### config.mk
export PLATFORM = sky130hd
export DESIGN_NAME = st_data_ctlr
export DESIGN_NICKNAME = d
export VERILOG_FILES = /design/src/rtl/st_pkg.sv /design/src/rtl/st_fifo.sv /design/src/rtl/st_data_ctlr.sv
export SDC_FILE = /design/constraint.sdc
export NUM_CORES = 1
export LEC_CHECK = 0
export ABC_AREA = 1
export CORE_MARGIN = 2
export CORE_UTILIZATION = 28
export DETAILED_ROUTE_END_ITERATION = 8
export GPL_TIMING_DRIVEN = 0
export HOLD_SLACK_MARGIN = 0.06
export SETUP_SLACK_MARGIN = 0.02
export SYNTH_ARGS = -nofsm -noshare
export SYNTH_HDL_FRONTEND = slang
export SYNTH_SLANG_ARGS = --single-unit
### constraint.sdc
create_clock -name i_clk -period 7.2 [get_ports i_clk]
set_clock_uncertainty 0.2 [all_clocks]
set_input_delay 0.72 -clock i_clk [delete_from_list [all_inputs] [get_ports i_clk]]
set_output_delay 0.72 -clock i_clk [all_outputs]
set_load 0.02 [all_outputs]
### src/rtl/st_pkg.sv
// Store-path shared types: request/beat bundles and lane alignment helpers.
// Imported by the FIFO and the store data controller.
package st_pkg;

   localparam logic [2:0] SZ_B = 3'b001;
   localparam logic [2:0] SZ_H = 3'b010;
   localparam logic [2:0] SZ_W = 3'b011;

   typedef enum logic [1:0] {
      IDLE,
      BEAT0,
      BEAT1
   } st_state_t;

   typedef struct packed {
      logic [31:0] addr;
      logic [31:0] data;
      logic [1:0]  size;
   } st_req_t;

   typedef struct packed {
      logic [31:0] addr;
      logic [31:0] wdata;
      logic [3:0]  web;
   } dm_beat_t;

   function automatic logic is_split(st_req_t r);
      return (r.size == SZ_H[1:0] && r.addr[1:0] == 2'b11) ||
             (r.size == SZ_W[1:0] && r.addr[1:0] != 2'b00);
   endfunction

   // Shift the sized data into a 64-bit two-word window; hi picks word 2.
   function automatic dm_beat_t align(st_req_t r, logic hi);
      logic [31:0] d;
      logic [3:0]  m;
      logic [63:0] sh;
      logic [7:0]  en;
      logic [31:0] base;
      dm_beat_t    b;
      case (r.size)
         2'b01: begin
            d = {24'h0, r.data[7:0]};
            m = 4'b0001;
         end
         2'b10: begin
            d = {16'h0, r.data[15:0]};
            m = 4'b0011;
         end
         default: begin
            d = r.data;
            m = 4'b1111;
         end
      endcase
      sh = {32'h0, d} << {r.addr[1:0], 3'b000};
      en = {4'h0, m} << r.addr[1:0];
      base = {r.addr[31:2], 2'b00};
      b.addr = hi ? base + 32'd4 : base;
      b.wdata = hi ? sh[63:32] : sh[31:0];
      b.web = hi ? ~en[7:4] : ~en[3:0];
      return b;
   endfunction

endpackage

### src/rtl/st_fifo.sv
// Store request FIFO; exposes the head and the entry behind it so the
// sequencer can chain beats without a bubble.
module st_fifo
   import st_pkg::*;
#(
   parameter int DEPTH = 2
) (
   input  logic    i_clk,
   input  logic    i_rst_n,
   input  logic    push,
   input  logic    pop,
   input  st_req_t din,
   output st_req_t head,
   output st_req_t nxt,
   output logic    full,
   output logic    empty,
   output logic    multi
);

   localparam int AW = $clog2(DEPTH);

   st_req_t       mem [DEPTH];
   logic [AW-1:0] wr_ptr;
   logic [AW-1:0] rd_ptr;
   logic [AW:0]   count;

   always_ff @(posedge i_clk or negedge i_rst_n) begin
      if (!i_rst_n) begin
         wr_ptr <= '0;
         rd_ptr <= '0;
         count  <= '0;
      end else begin
         if (push) wr_ptr <= wr_ptr + 1'b1;
         if (pop) rd_ptr <= rd_ptr + 1'b1;
         count <= count + {{AW{1'b0}}, push}
                        - {{AW{1'b0}}, pop};
      end
   end

   always_ff @(posedge i_clk) begin
      if (push) mem[wr_ptr] <= din;
   end

   assign head  = mem[rd_ptr];
   assign nxt   = mem[rd_ptr + 1'b1];
   assign full  = count == (AW+1)'(DEPTH);
   assign empty = count == '0;
   assign multi = count > (AW+1)'(1);

endmodule

### src/rtl/st_data_ctlr.sv
// Store data controller: queues SB/SH/SW and issues lane-aligned,
// word-aligned data-memory beats, splitting misaligned stores in two.
module st_data_ctlr
   import st_pkg::*;
#(
   parameter int DEPTH = 2
) (
   input  logic        i_clk,
   input  logic        i_rst_n,
   input  logic        i_st_valid,
   output logic        o_st_ready,
   input  logic [31:0] i_st_addr,
   input  logic [31:0] i_st_data,
   input  logic [2:0]  i_DM_write,
   output logic        o_st_err,
   output logic        o_dm_valid,
   input  logic        i_dm_ready,
   output logic [31:0] o_dm_addr,
   output logic [31:0] o_dm_wdata,
   output logic [3:0]  o_dm_web,
   output logic        o_st_pending
);

   st_state_t state;
   dm_beat_t  beat;
   st_req_t   din;
   st_req_t   head;
   st_req_t   nxt;
   logic      full;
   logic      empty;
   logic      multi;
   logic      legal;
   logic      push;
   logic      pop;
   logic      hs;
   logic      last;
   dm_beat_t  b0;
   dm_beat_t  b1;
   dm_beat_t  n0;

   assign legal = i_DM_write == SZ_B ||
                  i_DM_write == SZ_H ||
                  i_DM_write == SZ_W;
   assign o_st_ready = !full;
   assign push = i_st_valid && !full && legal;
   assign din = '{addr: i_st_addr,
                  data: i_st_data,
                  size: i_DM_write[1:0]};

   st_fifo #(.DEPTH(DEPTH)) u_fifo (
      .i_clk   (i_clk),
      .i_rst_n (i_rst_n),
      .push    (push),
      .pop     (pop),
      .din     (din),
      .head    (head),
      .nxt     (nxt),
      .full    (full),
      .empty   (empty),
      .multi   (multi)
   );

   assign b0 = align(head, 1'b0);
   assign b1 = align(head, 1'b1);
   assign n0 = align(nxt, 1'b0);

   assign hs   = o_dm_valid && i_dm_ready;
   assign last = (state == BEAT1) ||
                 (state == BEAT0 && !is_split(head));
   assign pop  = hs && last;

   // The head stays queued until its final beat, so the next entry is
   // read from behind it to keep back-to-back beats bubble-free.
   always_ff @(posedge i_clk or negedge i_rst_n) begin
      if (!i_rst_n) begin
         state      <= IDLE;
         o_dm_valid <= 1'b0;
         beat       <= '{addr: '0, wdata: '0, web: 4'hF};
         o_st_err   <= 1'b0;
      end else begin
         o_st_err <= i_st_valid && !full && !legal;
         unique case (state)
            IDLE: begin
               if (!empty) begin
                  beat       <= b0;
                  o_dm_valid <= 1'b1;
                  state      <= BEAT0;
               end
            end
            BEAT0, BEAT1: begin
               if (hs) begin
                  if (!last) begin
                     beat  <= b1;
                     state <= BEAT1;
                  end else if (multi) begin
                     beat  <= n0;
                     state <= BEAT0;
                  end else begin
                     o_dm_valid <= 1'b0;
                     beat.web   <= 4'hF;
                     state      <= IDLE;
                  end
               end
            end
            default: state <= IDLE;
         endcase
      end
   end

   assign o_dm_addr    = beat.addr;
   assign o_dm_wdata   = beat.wdata;
   assign o_dm_web     = beat.web;
   assign o_st_pending = !empty || state != IDLE;

endmodule

# After elaboration in Yosys (flattened, before gate mapping)
# Memories as Yosys holds them, arrays and structs flattened.
# Index checks and enable logic that the tools add are counted.
[classes]
n_addsub = 5
magnitude_cmp = 1
n_eq_ne = 17
shift = 4
muxes = 22
n_bitwise = 3
n_reduce_logical = 27
[ops]
columns = ["op", "count"]
rows = [
  ["$mux 68", 3],
  ["$pmux 68 s2", 1],
  ["$pmux 32 s2", 2],
  ["$mux 64", 1],
  ["$shl 32x5->64", 1],
  ["$add 32x3->32 const B", 1],
  ["$shl 32x5->32", 1],
  ["$pmux 4 s2", 2],
  ["$eq 2x2->1 const B", 6],
  ["$not 4->4", 3],
  ["$logic_and 1x1->1", 8],
  ["$ne 2x2->1 const B", 4],
  ["$shl 4x2->8", 1],
  ["$mux 1", 7],
  ["$eq 2x1->1 const B", 3],
  ["$eq 3x2->1 const B", 2],
  ["$mux 2", 3],
  ["$reduce_bool 2->1", 3],
  ["$logic_or 1x1->1", 5],
  ["$reduce_and 5->1", 1],
  ["$logic_not 1->1", 4],
  ["$logic_not 2->1", 2],
  ["$mux 4", 1],
  ["$pmux 2 s2", 1],
  ["other kinds (12)", 13],
]
[totals]
regBits = 76
ram_bits = 132
input_bits = 71
out_inout_bits = 72
word_cells = 89
mem_count = 1
[mem_list]
columns = ["name", "depth", "word_bits", "rd", "rd_ports_with_merged_regs", "write_ports", "line_no", "source"]
rows = [
  ["u_fifo.mem", 2, 66, 2, 0, 1, "st_fifo.sv:22", "st_req_t mem [DEPTH];"],
]

# Longest topological paths before layout
# Gate-level depths: netlist of the first run.
# An unclocked memory read counts as a cell.
[logic_depth]
word_depth = 10
depth_mapped = 21
ltp_nobuf = 15

# Modules after synthesis
# From an unflattened synthesis of the first run, not the netlist that was laid out.
[hier_totals]
cells_unflattened = 1616
hier_area_um2 = 12141.6
[modules_own_cells]
columns = ["mod", "instances", "cells_per_inst", "area_per_inst_um2", "seq_area_each_um2"]
rows = [
  ["st_data_ctlr", 1, 1099, 6401.1, 1756.7],
  ["st_fifo", 1, 517, 5740.5, 4063.9],
]

# Worst setup path before layout of the first run
# OpenSTA, ideal clock, no wires.
[synth_timing]
path_type = "input-to-reg"
from = "input i_DM_write[1]"
to = "memory u_fifo.mem[0][0] (netlist bit) (enable)"
setup_ns = 0.490
t_arrival_ns = 3.929
t_required_ns = 6.510
slack_ns = 2.580
cell_stages = 4
cell_sequence = "nor2_1 nor3_1 inv_1 nor2_1"
[synth_via]
elab_chain_cells = 6
word_cells_on_any_way = 8
classes_between = "eq/ne (3); mux (2); reduce/logical (3)"
[synth_rtl]
columns = ["item", "line_no", "source"]
rows = [
  ["start, declared", "st_data_ctlr.sv:14", "input logic [2:0] i_DM_write,"],
  ["$eq 3x1->1 or $eq 3x2->1 (tied branches)", "st_data_ctlr.sv:41, st_data_ctlr.sv:42", ""],
  ["$logic_or 1x1->1", "st_data_ctlr.sv:41", "assign legal = i_DM_write == SZ_B ||"],
  ["$logic_or 1x1->1 (*)", "st_data_ctlr.sv:42", "i_DM_write == SZ_H ||"],
  ["$logic_and 1x1->1 (*)", "st_data_ctlr.sv:45", "assign push = i_st_valid && !full && legal;"],
  ["via push", "st_data_ctlr.sv:33", "logic push;"],
  ["$mux 1 (*)", "st_fifo.sv:41", "if (push) mem[wr_ptr] <= din;"],
  ["$mux 1 (implied by the code) (*)", "st_fifo.sv:41", ""],
  ["end, declared", "st_fifo.sv:22", ""],
]
# The timed path passes the listed nets; every way through them passes the cells marked *.

# Worst setup path after layout of the first run
[layout_timing]
from = "register u_fifo.rd_ptr"
to = "register u_fifo.count[1]"
[layout_via]
elab_chain_cells = 9
word_cells_on_any_way = 13
classes_between = "add/sub (1); eq/ne (3); reduce/logical (8); memory (1)"
[layout_rtl]
columns = ["item", "line_no", "source"]
rows = [
  ["start, declared", "st_fifo.sv:24", "logic [AW-1:0] rd_ptr;"],
  ["start signal, assigned", "st_fifo.sv:34", "if (pop) rd_ptr <= rd_ptr + 1'b1;"],
  ["$mem_v2 2x66 (*)", "--", ""],
  ["$eq 2x2->1, or another cell as far along", "st_pkg.sv:28", "return (r.size == SZ_H[1:0] && r.addr[1:0] == 2'b11) ||"],
  ["$logic_and 1x1->1, on equally long branches", "st_pkg.sv:28, st_pkg.sv:29", ""],
  ["$logic_or 1x1->1 (*)", "st_pkg.sv:28", ""],
  ["$logic_not 1->1 (*)", "st_data_ctlr.sv:69", "(state == BEAT0 && !is_split(head));"],
  ["$logic_and 1x1->1 (*)", "st_data_ctlr.sv:69", ""],
  ["$logic_or 1x1->1 (*)", "st_data_ctlr.sv:68", "assign last = (state == BEAT1) ||"],
  ["$logic_and 1x1->1 (*)", "st_data_ctlr.sv:70", "assign pop = hs && last;"],
  ["via pop", "st_data_ctlr.sv:34", "logic pop;"],
  ["$sub 2x1->2 (*)", "st_fifo.sv:36", "- {{AW{1'b0}}, pop};"],
  ["end signal, assigned", "st_fifo.sv:35", "count <= count + {{AW{1'b0}}, push}"],
  ["end, declared", "st_fifo.sv:25", "logic [AW:0] count;"],
]
# Marked as above.
# A chain may end at the register's enable or synchronous reset.

==> results of run 1 <==
kinds of logic after synthesis:
family,synth area share
adders and majority gates,0.0124
muxes,0.00176
AOI/OAI and AO/OA,0.106
DFF,0.482
and+or+nand+nor,0.320
other,0.000311
buffers and inverters,0.0707
xor gates and xnor gates,0.00653
power groups by stage:
| stage | Sequential, mW | Clock, mW | Combinational, mW |
|---|---|---|---|
| global placement | 1.79 | 0 | 5.46 |
| floorplan | 1.99 | 0 | 3.19 |
| CTS | 1.77 | 1.32 | 5.52 |
| global route | 1.80 | 1.37 | 6.11 |
| detailed placement | 1.79 | 0 | 5.49 |
| finish | 1.77 | 1.29 | 5.60 |
Yosys cell counts (all sizes together), types with 3 or more instances:
master  instances  area share
nand2         567        0.18
nor2          245       0.078
edfxtp        132        0.33
nand3         117       0.049
o21ai         113       0.048
inv            88       0.028
a21oi          75       0.032
dfrtp          70        0.15
buf            61       0.034
clkbuf         27      0.0084
o211ai         21       0.013
or2            16      0.0083
ha             12       0.012
nand4          10      0.0052
o22ai          10      0.0052
xor2            8      0.0058
a22oi           5      0.0031
o21bai          5      0.0031
dfstp           4      0.0087
clkinv          3     0.00093
nor3            3      0.0012
metal layers:
| metal | vias to the layer above | share of wire | global-route usage |
|---|---|---|---|
| met5 | - | 0.00028 | 0 |
| met4 | 2 | 0.019 | 0.0486 |
| met3 | 50 | 0.094 | 0.0353 |
| met2 | 536 | 0.40 | 0.300 |
| met1 | 5410 | 0.48 | 0.326 |
| li1 | 5568 | - | - |
worst min path at each step:
stage / to / slack [ps]
finish: o_dm_addr[21] / 280
global route: o_dm_addr[17] / 310
CTS: o_dm_addr[25] / 280
detailed placement: o_dm_addr[25] / 260
global placement: o_dm_addr[26] / 270
floorplan: o_dm_addr[10] / 220
registers in the layout (all words and copies together), names as in the netlist:
name,count
o_dm_wdata,32
u_fifo.count,2
o_dm_valid,1
o_dm_web,4
u_fifo.wr_ptr,1
state,2
u_fifo.mem,132
o_dm_addr,30
o_st_err,1
u_fifo.rd_ptr,1
critical path, delay by kind of cell (launching register included):
family | cells | cell delay, ps
xor+xnor | 2 | 320
flops | 1 | 370
compound gates | 1 | 110
fa+ha+maj | 3 | 680
simple gates | 5 | 900
buf+inv | 10 | 1820
through the flow:
| stage | total power, mW | hold WS [ps] | instance area (µm²) | setup TNS, ps |
|---|---|---|---|---|
| global route | 9.29 | 313 | 15100 | 0 |
| CTS | 8.60 | 280 | 15100 | 0 |
| floorplan | 5.18 | 224 | 12100 | 0 |
| detailed placement | 7.29 | 265 | 14300 | 0 |
| finish | 8.65 | 275 | 15100 | 0 |
| global placement | 7.25 | 266 | 14200 | -2030 |
final cells by class:
class / instances / share of cell area
well taps: 546 / 0.0451
inverters: 91 / 0.0227
flip-flops and latches: 206 / 0.385
clock buffers: 33 / 0.0475
multi-input cells: 1215 / 0.358
clock inverters: 11 / 0.00818
repair buffers: 146 / 0.100
plain buffers: 88 / 0.0336
timing repair:
item / in CTS / in global routing
setup endpoints to repair: 0 / 0
hold buffers: 1 / 0
endpoints found under the hold margin: 7 / 0
==> impl_metrics.csv, run 1 <==
group,metric,value,unit
placed_design,pre_cts_ws,2810,ps
setup_path,critPathMaxStageDelay,460,ps
yosys,synthesis.area,12100,µm²
setup_path,endpoint_kind,"flop",
final_layout,layout.nets,1855,
yosys,yosys_warnings,0,
sta,timing.fmax,0.223,GHz
setup_path,cp-startpoint,"u_fifo.rd_ptr",
setup_path,slowest_stage,"clkbuf_1",
clocking,insertion_delay,550,ps
grt,grt_max_degree,68,
pwr,power_frac_clock,0.149,
setup_path,rr_startpoint,"u_fifo.rd_ptr",
grt,first_global_vias,11000,
floorplanning,start_util,0.282,
setup_path,r2r_slack,2710,ps
placed_design,dp_cells,2291,
clocking,cts_tree,"built",
job,drv_cap,0,
setup_path,worst_setup_path_start_kind,"flop",
yosys,ys_ff_latch,206,
setup_path,required,7460,ps
setup_path,rr_endpoint,"u_fifo.count[1]",
pwr,vdd_ir_drop_max,0.000195,V
placed_design,place.gp.congestion,0.931,
worst_hold_path,worst_hold_startpoint,"o_dm_addr[21]",
detailed_routing,vias_per_cell,4.95,
clocking,root_buffer,"clkbuf_16",
outcome,status,"complete, no violations",
final_layout,layout_commonest_cell,"nand2_1",
clocking,clk_pin_slew,70,ps
detailed_routing,drt_iter0_markers,1195,
pwr,powerDensity,572,nW/µm²
yosys,synth-main-ff-cell,"edfxtp_1",
final_layout,layout_common_cells,"nand2_1, nor2_1, clkdlybuf4s50_1",
final_layout,fillCellCount,4494,
floorplanning,core_area,42800,µm²
detailed_routing,drtPass1Iterations,5,
grt,overflow,0,
detailed_routing,wirelength,47000,µm
floorplanning,die_area,44800,µm²
yosys,synth_cell_types,41,
sta,rsz0062_at_grt,"false",
placed_design,hpwl,37200,µm
yosys,syn_area_per_cell,7.55,µm²
clocking,cts_setup_buffers,0,
setup_path,path_cells,"buf_6 > inv_4 > buf_2 > buf_2 > clkbuf_1 > or2_2 > o21ai_0 > inv_1 > ha_1 > nand3_1 > nand3_2 > nand2_4 > buf_6 > buf_2 > nand3_1 > inv_1 > ha_1 > inv_1 > ha_1 > xnor2_1 > xor2_1",
sta,layout_min_cycle_time,4490,ps
final_layout,layoutNonFillerInstCount,2336,
final_layout,n_antenna_cell,0,
detailed_routing,drc_errors,0,
pwr,p_seq_frac,0.204,
sta,max-slew-margin-rel,0.426,
sta,setup_violations,0,
final_layout,post-route-util,0.354,
yosys,synth-edff-count,132,
final_layout,drive_gt1_frac,0.0844,
yosys,postSynth.asyncResetShare,0.359,
clocking,numCtsBuffers,24,
floorplanning,die_h,212,µm
placed_design,io_buffers,140,
worst_hold_path,min_path_cells,2,
sta,slew_viol_final,0,
sta,finalHoldViolCount,0,
setup_path,r2r_cells,21,
grt,grt_pass1_wl,70300,µm
clocking,cts-resized-gates,0,
grt,gr-usage-all-layers,0.210,
floorplanning,io_pins,143,
detailed_routing,ant_nets,0,
yosys,yosysSeqAreaShare,0.482,
detailed_routing,wire_per_inst,20.1,µm
final_layout,seq_area,5820,µm²
setup_path,crit_path_max_fanout,10,
pwr,power.internal,4.12,mW
sta,tightestPinTransition,862,ps
final_layout,multi_input_area,5420,µm²
setup_path,critPathArrivalTime,4760,ps
grt,antenna_found_initial,1,
pwr,switching_power,4.54,mW
floorplanning,die_x,212,µm
clocking,cts_sinks,206,
clocking,htreeDepth,1,
setup_path,critPathCapture,"u_fifo.count[1]",
clocking,clk_path_buf_depth,3,
sta,timing.final.crit_share,0.624,
yosys,synthCells,1599,
final_layout,area_growth,25.4,%
sta,setup_ws,2710,ps
worst_hold_path,hold_path.class,"flop to flop",
detailed_routing,vias,11600,
setup_path,crit_type,"flop to flop",
floorplanning,num_rows,76,
pwr,combPwrFrac,0.647,
pwr,swShare,0.524,
pwr,p_leak,6.39,nW
No activity file was read; power rests on OpenSTA's default activity.
==> run 2, diff against run 1 <==
Clock period 7.2 ns to 4.6 ns, I/O delays scaled along.
==> impl_metrics.csv, run 2 (same netlist as run 1, synthesis figures left out) <==
group,metric,value,unit
outcome,status,"complete, no violations",
setup_path,r2r_slack,370,ps
clocking,clk_path_buf_depth,3,
sta,finalHoldViolCount,0,
placed_design,hpwl,37200,µm
floorplanning,die_h,212,µm
pwr,power.internal,6.45,mW
placed_design,placedInstanceArea,14300,µm²
grt,grt_max_degree,68,
grt,overflow,0,
clocking,htreeDepth,1,
grt,grt_pass1_wl,70300,µm
clocking,cts_tree,"built",
pwr,powerDensity,895,nW/µm²
sta,timing.fmax,0.236,GHz
sta,setup_violations,0,
clocking,cts_setup_buffers,0,
pwr,combPwrFrac,0.647,
setup_path,r2r_cells,18,
grt,gr-usage-met2,0.300,
sta,rsz0062_at_grt,"false",
detailed_routing,wire_per_inst,20.1,µm
final_layout,area_growth,25.4,%
setup_path,worst_setup_path_start_kind,"flop",
grt,gr-usage-met3,0.0353,
sta,setup_ws,368,ps
sta,tightestPinTransition,835,ps
sta,layout_min_cycle_time,4230,ps
final_layout,seq_area,5820,µm²
final_layout,fillCellCount,4495,
floorplanning,start_util,0.282,
final_layout,largest_reg_flops,132,
final_layout,layout_common_cells,"nand2_1, nor2_1, clkdlybuf4s50_1",
pwr,vdd_ir_drop_max,0.000304,V
setup_path,crit_path_max_fanout,10,
placed_design,place.gp.congestion,0.931,
clocking,insertion_delay,550,ps
detailed_routing,drtPass1Iterations,6,
grt,gr-usage-all-layers,0.210,
floorplanning,num_rows,76,
final_layout,multi_input_area,5420,µm²
detailed_routing,wirelength,47000,µm
final_layout,largest_register,"u_fifo.mem",
floorplanning,die_x,212,µm
clocking,root_buffer,"clkbuf_16",
setup_path,required,4890,ps
floorplanning,die_area,44800,µm²
sta,slew_viol_final,0,
detailed_routing,vias,11600,
pwr,p_seq_frac,0.204,
setup_path,endpoint_kind,"flop",
pwr,p_leak,6.40,nW
grt,busiest_layer,"met1",
detailed_routing,drt_iter0_markers,1187,
final_layout,layout.nets,1854,
setup_path,crit_type,"flop to flop",
pwr,power_frac_clock,0.149,
job,drv_cap,0,
detailed_routing,drc_errors,0,
final_layout,fin_area,15100,µm²
grt,antenna_found_initial,1,
grt,first_global_vias,11000,
placed_design,pre_cts_ws,205,ps
sta,timing.final.crit_share,0.920,
pwr,swShare,0.524,
final_layout,layout_commonest_cell,"nand2_1",
worst_hold_path,hold_path.class,"primary input to async pin",
detailed_routing,ant_nets,0,
pwr,switching_power,7.10,mW
setup_path,critPathArrivalTime,4520,ps
floorplanning,io_pins,143,
sta,max-slew-margin-rel,0.443,
final_layout,n_antenna_cell,0,
detailed_routing,vias_per_cell,4.95,
clocking,cts_sinks,206,
final_layout,drive_gt1_frac,0.0861,
clocking,numCtsBuffers,24,
placed_design,io_buffers,140,
grt,use_met1,0.326,
clocking,clk_pin_slew,70,ps
floorplanning,core_area,42800,µm²
[run 2: cell types whose count changed in the layout (fill, tap and decap cells not counted)]
cell,delta
clkbuf_1,-3
clkbuf_2,+2
clkinv_1,-1
clkinvlp_4,+1
[run 2: power groups by stage]
stage          Sequential, mW  Combinational, mW  Clock [mW]
2_1_floorplan            3.11               5.00           0
3_3_place_gp             2.81               8.55           0
3_5_place_dp             2.81               8.60           0
4_1_cts                  2.77               8.63        2.06
5_1_grt                  2.82               9.58        2.14
6_report                 2.77               8.76        2.01
[run 2: layer usage]
| layer | vias to the layer above | part of all wire |
|---|---|---|
| met3 | 50 | 0.087 |
| met5 | - | 0.00028 |
| li1 | 5561 | - |
| met4 | 2 | 0.019 |
| met1 | 5440 | 0.49 |
| met2 | 504 | 0.41 |
[run 2: repair_timing]
item | 4_1_cts | 5_1_grt
setup endpoints to repair | 0 | 20
hold buffers | 1 | 0
resized for setup | 0 | 5
endpoints found under the hold margin | 70 | 0
[run 2: worst paths after layout]
check	start	end
setup / recovery	u_fifo.rd_ptr	o_dm_wdata[26]
hold / removal	i_rst_n	u_fifo.count[0]
setup reg to reg	u_fifo.rd_ptr	o_dm_wdata[26]
hold reg to reg	o_dm_addr[21]	o_dm_addr[21]
max in group asynchronous	i_rst_n	o_dm_web[3]
min in group i_clk	i_st_valid	o_st_err
[run 2: through the flow]
step	TNS (ps)	util	hold WS (ps)	power, mW	cells
global placement	-310910	0.331	266	11.4	2286
CTS	0	0.354	103	13.5	2336
finish	0	0.354	119	13.5	2335
detailed placement	0	0.334	150	11.4	2291
floorplan	0	-	-35.6	8.11	1600
global route	0	0.354	108	14.5	2335
[run 2: area by class of cell]
cell class                 count  share of cell area
sequential                   206               0.384
multi-input combinational   1215               0.358
timing repair buffer         146               0.100
clock buffer                  33              0.0475
tap                          546              0.0451
buffer                        87              0.0336
inverter                      91              0.0230
clock inverter                11             0.00818
[run 2: critical path: stages (launching register included)]
cell      delay, ps
dfrtp_1         370
buf_6           140
inv_4            90
buf_6           150
buf_4           190
buf_2           270
clkbuf_1        450
or2_2           200
o21ai_0         120
ha_1            450
inv_1           130
buf_1           290
nor2_1          160
o21ai_0         160
a22oi_1         280
nand4_1         240
nand2_1         150
nand2_1          60
nand2_1          50
